`src/rtl/uart_mem_master.sv`:
```
// UART memory-link initiator: sends one 32-bit read/write request as 8N1 bytes on Tx and
// collects the responder's reply on Rx. Define UART_MEM_TIMEOUT_EN to add a response watchdog.
module uart_mem_master #(
    parameter int CLKS_PER_BIT   = 868,
    parameter int TIMEOUT_CYCLES = 1000000
) (
    input  logic        CLK,
    input  logic        RST,
    input  logic        req_valid,
    output logic        req_ready,
    input  logic        req_we,
    input  logic [31:0] req_addr,
    input  logic [31:0] req_wdata,
    output logic        resp_valid,
    output logic [31:0] resp_rdata,
    output logic        resp_err,
    output logic        busy,
    output logic        Tx,
    input  logic        Rx
);

    localparam int            CW        = $clog2(CLKS_PER_BIT);
    localparam logic [CW-1:0] BIT_LAST  = CW'(CLKS_PER_BIT - 1);
    localparam logic [CW-1:0] HALF_LAST = CW'(CLKS_PER_BIT / 2 - 1);
    localparam logic [CW-1:0] CNT_ONE   = CW'(1);

    typedef enum logic [1:0] {IDLE, SEND, WAIT_RESP, DONE} state_t;
    state_t state, state_nx;

    logic          we_q;
    logic [31:0]   addr_q, wdata_q;
    logic [9:0]    tx_sh;
    logic [CW-1:0] tx_cnt;
    logic [3:0]    tx_bit, tx_byte;
    logic [7:0]    next_byte;
    logic          bit_end, frame_end;

    logic          rx_s1, rx_s2, rx_d, rx_active, rx_done, rx_ferr, rx_flush;
    logic [3:0]    rx_bit;
    logic [CW-1:0] rx_cnt;
    logic [7:0]    rx_sh;

    logic [1:0]    resp_cnt;
    logic [23:0]   acc;
    logic          err_q, set_err, wd_hit;

`ifdef UART_MEM_TIMEOUT_EN
    localparam int WW = $clog2(TIMEOUT_CYCLES);
    logic [WW-1:0] wd_cnt;

    // Watchdog restarts on entry to WAIT_RESP and after every received byte.
    always_ff @(posedge CLK) begin
        if (RST || state != WAIT_RESP || rx_done) wd_cnt <= '0;
        else                                      wd_cnt <= wd_cnt + WW'(1);
    end
    assign wd_hit = (state == WAIT_RESP) && (wd_cnt == WW'(TIMEOUT_CYCLES - 1));
`else
    assign wd_hit = 1'b0;
`endif
    assign rx_flush = wd_hit;

    assign req_ready  = (state == IDLE) && !RST;
    assign busy       = (state != IDLE);
    assign resp_valid = (state == DONE);
    assign resp_err   = resp_valid && err_q;
    assign Tx         = (state == SEND) ? tx_sh[0] : 1'b1;

    always_comb begin
        // NOTE: every signal gets a default first, so no path can infer a latch.
        state_nx  = state;
        next_byte = 8'h00;
        bit_end   = (tx_cnt == BIT_LAST);
        frame_end = bit_end && (tx_bit == 4'd9) && (tx_byte == (we_q ? 4'd8 : 4'd4));
        set_err   = wd_hit || (rx_done && (rx_ferr || (we_q && rx_sh != 8'h06)));
        case (tx_byte + 4'd1)
            4'd1:    next_byte = addr_q[31:24];
            4'd2:    next_byte = addr_q[23:16];
            4'd3:    next_byte = addr_q[15:8];
            4'd4:    next_byte = addr_q[7:0];
            4'd5:    next_byte = wdata_q[31:24];
            4'd6:    next_byte = wdata_q[23:16];
            4'd7:    next_byte = wdata_q[15:8];
            4'd8:    next_byte = wdata_q[7:0];
            default: next_byte = 8'h00;
        endcase
        case (state)
            IDLE:      if (req_valid) state_nx = SEND;
            SEND:      if (frame_end) state_nx = WAIT_RESP;
            WAIT_RESP: if (set_err || (rx_done && (we_q || resp_cnt == 2'd3))) state_nx = DONE;
            default:   state_nx = IDLE;
        endcase
    end

    // NOTE: sequential state uses non-blocking assignments so every flop sees pre-edge values.
    always_ff @(posedge CLK) begin
        if (RST) begin
            state      <= IDLE;
            we_q       <= 1'b0;
            addr_q     <= '0;
            wdata_q    <= '0;
            tx_sh      <= '1;
            tx_cnt     <= '0;
            tx_bit     <= '0;
            tx_byte    <= '0;
            resp_cnt   <= '0;
            acc        <= '0;
            err_q      <= 1'b0;
            resp_rdata <= '0;
        end else begin
            state <= state_nx;
            case (state)
                IDLE: if (req_valid) begin
                    we_q     <= req_we;
                    addr_q   <= req_addr;
                    wdata_q  <= req_wdata;
                    tx_sh    <= {1'b1, (req_we ? 8'h57 : 8'h52), 1'b0};
                    tx_cnt   <= '0;
                    tx_bit   <= '0;
                    tx_byte  <= '0;
                    resp_cnt <= '0;
                    err_q    <= 1'b0;
                end
                SEND: if (bit_end) begin
                    tx_cnt <= '0;
                    if (tx_bit == 4'd9) begin
                        tx_bit  <= '0;
                        tx_byte <= tx_byte + 4'd1;
                        tx_sh   <= {1'b1, next_byte, 1'b0};
                    end else begin
                        tx_bit <= tx_bit + 4'd1;
                        tx_sh  <= {1'b1, tx_sh[9:1]};
                    end
                end else begin
                    tx_cnt <= tx_cnt + CNT_ONE;
                end
                WAIT_RESP: begin
                    if (set_err) err_q <= 1'b1;
                    // Read data is committed only when the fourth good byte lands.
                    if (rx_done && !rx_ferr && !we_q) begin
                        acc      <= {acc[15:0], rx_sh};
                        resp_cnt <= resp_cnt + 2'd1;
                        if (resp_cnt == 2'd3) resp_rdata <= {acc, rx_sh};
                    end
                end
                default: ;
            endcase
        end
    end

    // Receiver: start re-checked at mid-bit, then data and stop sampled one bit period apart.
    always_ff @(posedge CLK) begin
        if (RST) begin
            rx_s1     <= 1'b1;
            rx_s2     <= 1'b1;
            rx_d      <= 1'b1;
            rx_active <= 1'b0;
            rx_bit    <= '0;
            rx_cnt    <= '0;
            rx_sh     <= '0;
            rx_done   <= 1'b0;
            rx_ferr   <= 1'b0;
        end else begin
            rx_s1   <= Rx;
            rx_s2   <= rx_s1;
            rx_d    <= rx_s2;
            rx_done <= 1'b0;
            if (rx_flush) begin
                rx_active <= 1'b0;
                rx_bit    <= '0;
                rx_cnt    <= '0;
            end else if (!rx_active) begin
                if (!rx_s2 && rx_d) begin
                    rx_active <= 1'b1;
                    rx_bit    <= '0;
                    rx_cnt    <= '0;
                end
            end else if (rx_bit == 4'd0) begin
                if (rx_cnt == HALF_LAST) begin
                    rx_cnt <= '0;
                    if (rx_s2) rx_active <= 1'b0;
                    else       rx_bit    <= 4'd1;
                end else begin
                    rx_cnt <= rx_cnt + CNT_ONE;
                end
            end else if (rx_cnt == BIT_LAST) begin
                rx_cnt <= '0;
                if (rx_bit == 4'd9) begin
                    rx_active <= 1'b0;
                    rx_done   <= 1'b1;
                    rx_ferr   <= !rx_s2;
                end else begin
                    rx_sh  <= {rx_s2, rx_sh[7:1]};
                    rx_bit <= rx_bit + 4'd1;
                end
            end else begin
                rx_cnt <= rx_cnt + CNT_ONE;
            end
        end
    end

endmodule

```
`config.mk`:
```
export PLATFORM = sky130hd
export DESIGN_NAME = uart_mem_master
export DESIGN_NICKNAME = d
export VERILOG_FILES = /design/src/rtl/uart_mem_master.sv
export SDC_FILE = /design/constraint.sdc
export NUM_CORES = 1
export LEC_CHECK = 0
export CAP_MARGIN = 25
export CORE_MARGIN = 4
export CORE_UTILIZATION = 55
export CTS_CLUSTER_DIAMETER = 30
export DETAILED_ROUTE_END_ITERATION = 7
export DONT_BUFFER_PORTS = 1
export PLACE_DENSITY = 0.7
export SYNTH_ARGS = -nofsm -noshare
export SYNTH_HDL_FRONTEND = slang
export SYNTH_SLANG_ARGS = --single-unit
```
`constraint.sdc`:
```
create_clock -name CLK -period 2.49 [get_ports CLK]
set_input_delay 0.498 -clock CLK [delete_from_list [all_inputs] [get_ports CLK]]
set_output_delay 0.498 -clock CLK [all_outputs]
set_load 0.05 [all_outputs]
```
==> run metrics, run 1 <==
status=finished, final reports clean; Seq cells post-synth=181; # nets final=1,099; Max FO, Critical Path=14; Post-Syn Instances=1,029; Post-synth EDFFs=0; GRT overflow=0; post-synthesis sequential area ratio=45.1%; Crit path arrival time=2650 ps; TritonCTS Buffers=17; setup violators final=0; fmax=0.428 GHz; switching share of power=31.2%; critical path capture point type=flip-flop; type of the worst setup path=flip-flop to flip-flop; clock transition at the registers of the reported paths=70 ps; worst slack, placed=140 ps; Synth area leader=dfxtp_1; drt wl/cell=16.8 um; Placed Cells incl. Taps=1,173; Leakage=0.00314 uW; VDD IR max=0.000639 V; Post-Route WL=20,200 um; Root Buffer=clkbuf_16; fin cells=1,205; Cell Area, Synth=0.00804 sq mm; Reg power frac=46.2%; layout cell share with drive strength beyond 1=8.59%; RSZ-0062 raised after global routing=no; async set-reset flop share out of synthesis=0%; die height=129 um; Clk Latency, worst-skew pair=430 ps; Commonest cells post-synth=nand2_1 (293), dfxtp_1 (181), a21oi_1 (154); P_int=5030 uW; crit start category=flip-flop; H-Tree Depth=4; Req. time, crit path=2800 ps; die width=129 um; DRT Pass-1 Iters=6; yosys warns=0; row count=43; max cap viols=0; final hold viol count=0; area added between synthesis and finish=10.7%; syn avg cell area=7.81 sq um; IO buf count=0; Iter 0 DRT Violations=718; Final Hold Slack=140 ps; Comb power frac=18.2%; relative max-transition margin=60.1%; worst slew pin tran=599 ps; count leader, synth=nand2_1; Core Footprint=0.0141 sq mm; DRC violations left=0; Final ANT Viol Nets=0; global-route wire length before repair=32,800 um; Vias/cell=5.82; main flop type after synthesis=dfxtp_1; Post-DP HPWL=14,000 um; pwr dens=820 mW/mm^2; vias in the first global route=6,458; # IOs=106; setup_tns=0 ps; ANT cells=0; fin crit share=93.9%; CTS sink cnt=181; max-slew violation count=0; initial antenna violation count=0; Clock Power Share=35.5%; Distinct cells, synth=62; leading post-synthesis cells by cell area=dfxtp_1 (45%), nand2_1 (14%), a21oi_1 (9.6%), ha_1 (2.8%), clkbuf_1 (2.8%); Pwr Total=7300 uW; largest net degree at the start of global routing=168; Total Routing Usage GR=24.6%; RePlAce Congestion=0.933; sw power=2280 uW; Initial Utilization=57.0%; Clock Skew=9.66 ps; vias=7,011; setup ws final=153 ps; Final min period=2340 ps; total die area=0.0166 sq mm; Yosys top cell area share=45.1%; Hold WC Path Type=input pin to flip-flop; Synth Net Count=1,116; Max clock buf depth=2; CTS tree=built
==> cells by family (layout without fill, tap and decap cells) <==
group	after synthesis	count (layout)	synth area share, %
buf+inv	86	82	4.09
xor+xnor	15	15	1.63
flops	181	181	45.1
compound gates	264	264	19.7
fa+ha+maj	18	18	2.80
mux	15	15	1.91
simple gates	450	450	24.8
==> metal layers <==
metal / GRT usage, % / routed length [um] / vias to the layer above
met5: 0 / 0 / -
met4: 6.42 / 288 / 0
met3: 7.60 / 1480 / 23
met2: 34.6 / 8650 / 218
met1: 36.6 / 9770 / 3247
li1: - / - / 3523
==> final cells by class <==
type                    count  area [sq um]
fillers                  1289          5190
multi-input cells         762          4130
flip-flops and latches    181          3630
clock buffers              21           470
repair buffers             34           293
well taps                 180           225
clock inverters            11           103
inverters                  16          60.1
==> cells in the final DEF (no fill, tap or decap), types with 4 or more instances in the layout <==
cell	n
a211oi_1	7
a21o_1	7
a21oi_1	154
a221oi_1	7
a222oi_1	5
a22o_1	5
a22oi_1	13
a31oi_1	4
and2_1	5
and3_1	10
buf_4	31
clkbuf_16	17
dfxtp_1	179
ha_1	17
inv_1	16
inv_6	5
mux2i_1	12
nand2_1	292
nand2b_1	12
nand3_1	16
nand4_1	16
nor2_1	51
nor3_1	11
nor3b_1	5
o21ai_0	23
o22ai_1	7
or2_2	5
or3_1	4
xnor2_1	6
xor2_1	9
==> worst paths after layout <==
check / from / end / slack [ps] / cells after the start
hold / removal: RST / wdata_q[0]$_SDFFE_PP0P_ / 140 / 1
setup reg to reg: tx_byte[0]$_SDFFE_PP0P_ / tx_sh[8]$_SDFFE_PP1P_ / 150 / 9
setup / recovery: tx_byte[0]$_SDFFE_PP0P_ / tx_sh[8]$_SDFFE_PP1P_ / 150 / 9
hold reg to reg: rx_s1$_SDFF_PP1_ / rx_s2$_SDFF_PP1_ / 420 / 1
==> timing repair <==
item                                    CTS  global route
gates resized for setup                   0             9
setup buffers                             0             0
hold buffers                              0             0
endpoints found under the setup margin    0            11
==> registers in the layout, indices dropped and copies added (netlist names) <==
name and cells:
rx_active 1, rx_done 1, rx_d 1, rx_bit 4, wdata_q 32, rx_s1 1, rx_cnt 10, err_q 1
resp_cnt 2, addr_q 32, rx_ferr 1, tx_cnt 10, we_q 1, tx_sh 9, tx_byte 4, rx_s2 1
resp_rdata 32, tx_bit 4, acc 24, rx_sh 8, state 2
==> worst max-delay path, stage by stage, from the launching register on <==
cell,delay (ps)
dfxtp_2,430
inv_1,90
ha_1,340
buf_4,250
a222oi_1,370
nor2_1,80
a211oi_1,230
a21oi_1,60
a211oi_1,240
o21ai_0,130
==> power groups by stage <==
stage          Clock, uW  Combinational, uW  Sequential (uW)
6_report            2600               1330             3380
3_3_place_gp           0               1320             3430
5_1_grt             2760               1500             3400
4_1_cts             2630               1340             3370
2_1_floorplan          0               1030             3330
3_5_place_dp           0               1330             3430
==> through the flow <==
stage	utilization (%)	cell area, sq um
3_5_place_dp	58.9	8310
4_1_cts	63.0	8880
5_1_grt	63.2	8900
2_1_floorplan	-	8040
6_report	63.2	8900
3_3_place_gp	58.9	8310
Power figures use the tool's default switching activity.
==> run 2, diff against run 1 <==
Settings changed: PLACE_DENSITY 0.7 to default, PLACE_DENSITY_LB_ADDON from default to 0.3, SLEW_MARGIN from default to 20.
==> run 2 against run 1 <==
Compared with the run above:
- register-to-register slack improved by 20 ps
- clock skew is 0.70 ps lower
- clock-buffer cell count is the same
- die area is the same
- clock power down 4%
- non-clock buffer count grew 3
- final cell count increased by 0.25%
- global-route usage decreased by 0.30 points
- maximum frequency increased by 0.86%
- sequential power about the same
- combinational power barely moved
- critical endpoint is now tx_sh[6]$_SDFFE_PP1P_
- highest routed layer unchanged
==> run metrics, run 2 (synthesis gave the netlist of run 1 again) <==
status=finished, final reports clean; Root Buffer=clkbuf_16; total die area=0.0166 sq mm (unchanged); TritonCTS Buffers=17 (unchanged); type of the worst setup path=flip-flop to flip-flop; final hold viol count=0 (unchanged); Initial Utilization=57.0% (unchanged); commonest cells after routing, fill and taps aside=nand2_1 (292), dfxtp_1 (179), a21oi_1 (154); Post-Route WL=20,000 um (-1.0%); Worst Setup SP=tx_cnt[3]$_SDFFE_PP0P_; crit start category=flip-flop; initial antenna violation count=0 (unchanged); GRT overflow=0 (unchanged); final standard cell area without fillers=0.00889 sq mm (-0.11%); Reg power frac=46.6% (+0.4 points); CTS sink cnt=181 (unchanged); Total Routing Usage GR=24.3% (-0.30 points); CP top delay family=simple AND/OR/NAND/NOR gates; Comb power frac=18.6% (+0.4 points); # IOs=106 (unchanged); largest net degree at the start of global routing=168 (unchanged); Final min period=2320 ps (-20.0 ps); vias in the first global route=6,442 (-0.25%); launching point of the worst reg2reg path=tx_cnt[3]$_SDFFE_PP0P_; IO buf count=0 (unchanged); Post-Place Cell Area=0.00832 sq mm (+0.18%); VDD IR max=0.000498 V (-22%); Leakage=0.00314 uW (-0.17%); worst hold path depth=1 (unchanged); Final Hold Slack=134 ps (-6.33 ps); relative max-transition margin=60.7% (+0.65 points); RePlAce Congestion=0.952 (+2.1%); critical path capture point type=flip-flop; # nets final=1,102 (+0.27%); Clk Latency, worst-skew pair=430 ps (about the same); Core Footprint=0.0141 sq mm (unchanged); setup_tns=0 ps (unchanged); die width=129 um (unchanged); Vias/cell=5.94 (+2.2%); pwr dens=809 mW/mm^2 (-1.3%); Reg-to-Reg End=tx_sh[6]$_SDFFE_PP1P_; cts hold-fix bufs=0 (unchanged); max-slew violation count=0 (unchanged); Req. time, crit path=2790 ps (about the same); DRC violations left=0 (unchanged); area added between synthesis and finish=10.6%; global-route wire length before repair=32,500 um (-0.70%); Clock Power Share=34.8% (-0.7 points); fin crit share=93.1% (-0.80 points); Largest regs=addr_q x32, resp_rdata x32, wdata_q x32; Placed Cells incl. Taps=1,175 (+0.17%); ANT cells=0 (unchanged); Hold EP=wdata_q[4]$_SDFFE_PP0P_; sw power=2250 uW (-1.4%); Max FO, Critical Path=8 (-6); Post-DP HPWL=13,600 um (-2.8%); Final ANT Viol Nets=0 (unchanged); Max clock buf depth=2 (unchanged); vias=7,181 (+2.4%); fin cells=1,208 (+0.25%); Slowest Stage Delay on Critical Path=600 ps (+170 ps); Iter 0 DRT Violations=771 (+7.4%); Pwr Total=7200 uW (-1.5%); P_int=4950 uW (-1.5%); Clock Skew=8.95 ps (-0.705 ps); r2r setup slk=170 ps (+20 ps); drt wl/cell=16.5 um (-1.3%); clock transition at the registers of the reported paths=70 ps (about the same); CTS tree=built; Crit path arrival time=2620 ps (-30 ps); H-Tree Depth=4 (unchanged); worst slew pin tran=589 ps (-9.73 ps); layout cell share with drive strength beyond 1=8.66% (+0.072 points); setup violators final=0 (unchanged); fillers=1,243 (-3.6%); row count=43 (unchanged); Worst Reg-to-Reg Cells=5 (-4); fmax=0.432 GHz (+0.86%); DRT Pass-1 Iters=8 (+2); Hold WC Path Type=input pin to flip-flop; cell chain of the critical path=or3_1 > or4_4 > a21o_1 > a221oi_1 > o21ai_0; die height=129 um (unchanged); max cap viols=0 (unchanged); switching share of power=31.2% (about the same); commonest non-fill, non-tap cell in the layout=nand2_1; hold path start=RST; crit path buf inv count=0 (-2); CP max stage cell=or4_4
run 2: cell count changes in the layout (fill, tap and decap cells not counted), moves of 2 or more:
cell      before  now
clkbuf_1       1    3
clkinv_2       0    2
clkbuf_8       3    1
inv_6          5    2
buf_4         31   34
clkinv_4       2    4
run 2: worst max-delay path by stage:
stage	end	slack (ps)	cells past startpoint
final	tx_sh[6]$_SDFFE_PP1P_	170	5
after global routing	tx_sh[3]$_SDFFE_PP1P_	-10	9
after CTS	tx_sh[2]$_SDFFE_PP1P_	60	7
after detailed placement	tx_sh[2]$_SDFFE_PP1P_	90	7
after global placement	tx_sh[6]$_SDFFE_PP1P_	150	5
after floorplan	rx_cnt[6]$_SDFFE_PP0N_	190	8
run 2: per-layer routing:
metal | GRT usage, % | vias to the layer above | part of all wire (%)
met3 | 6.60 | 43 | 8.3
met2 | 34.0 | 278 | 43
li1 | - | 3528 | -
met1 | 36.1 | 3332 | 46
met4 | 8.34 | 0 | 2.1
met5 | 0 | - | 0
run 2: worst reg2reg max path: stages, from the launching register on:
cell and delay, ps:
dfxtp_1 360, or3_1 390, or4_4 600, a21o_1 290, a221oi_1 400, o21ai_0 150
run 2: layout make-up:
cell class              count  area, sq um  share of cell area [%]
multi-input cells         762         4120                    46.4
inverters                  16         60.1                   0.675
flip-flops and latches    181         3630                    40.8
clock buffers              21          450                    5.06
well taps                 180          225                    2.53
repair buffers             37          315                    3.55
clock inverters            11         92.6                    1.04
run 2: through the flow:
stage | setup WS, ps | utilization [%]
finish | 173 | 63.1
global route | -14.2 | 63.1
CTS | 58.0 | 62.9
detailed placement | 93.8 | 59.0
global placement | 155 | 59.0
floorplan | 186 | -
run 2: repair_timing:
action                     CTS  global route
pin swaps                    0             1
gates resized for setup      2             7
setup buffers                0             1
setup endpoints to repair    6             8
run 2: power by group through the flow:
stage	sequential (uW)	clock, uW	combinational (uW)
floorplan	3330	0	1030
global placement	3410	0	1310
detailed placement	3410	0	1330
CTS	3350	2530	1340
global route	3380	2670	1510
finish	3360	2500	1340
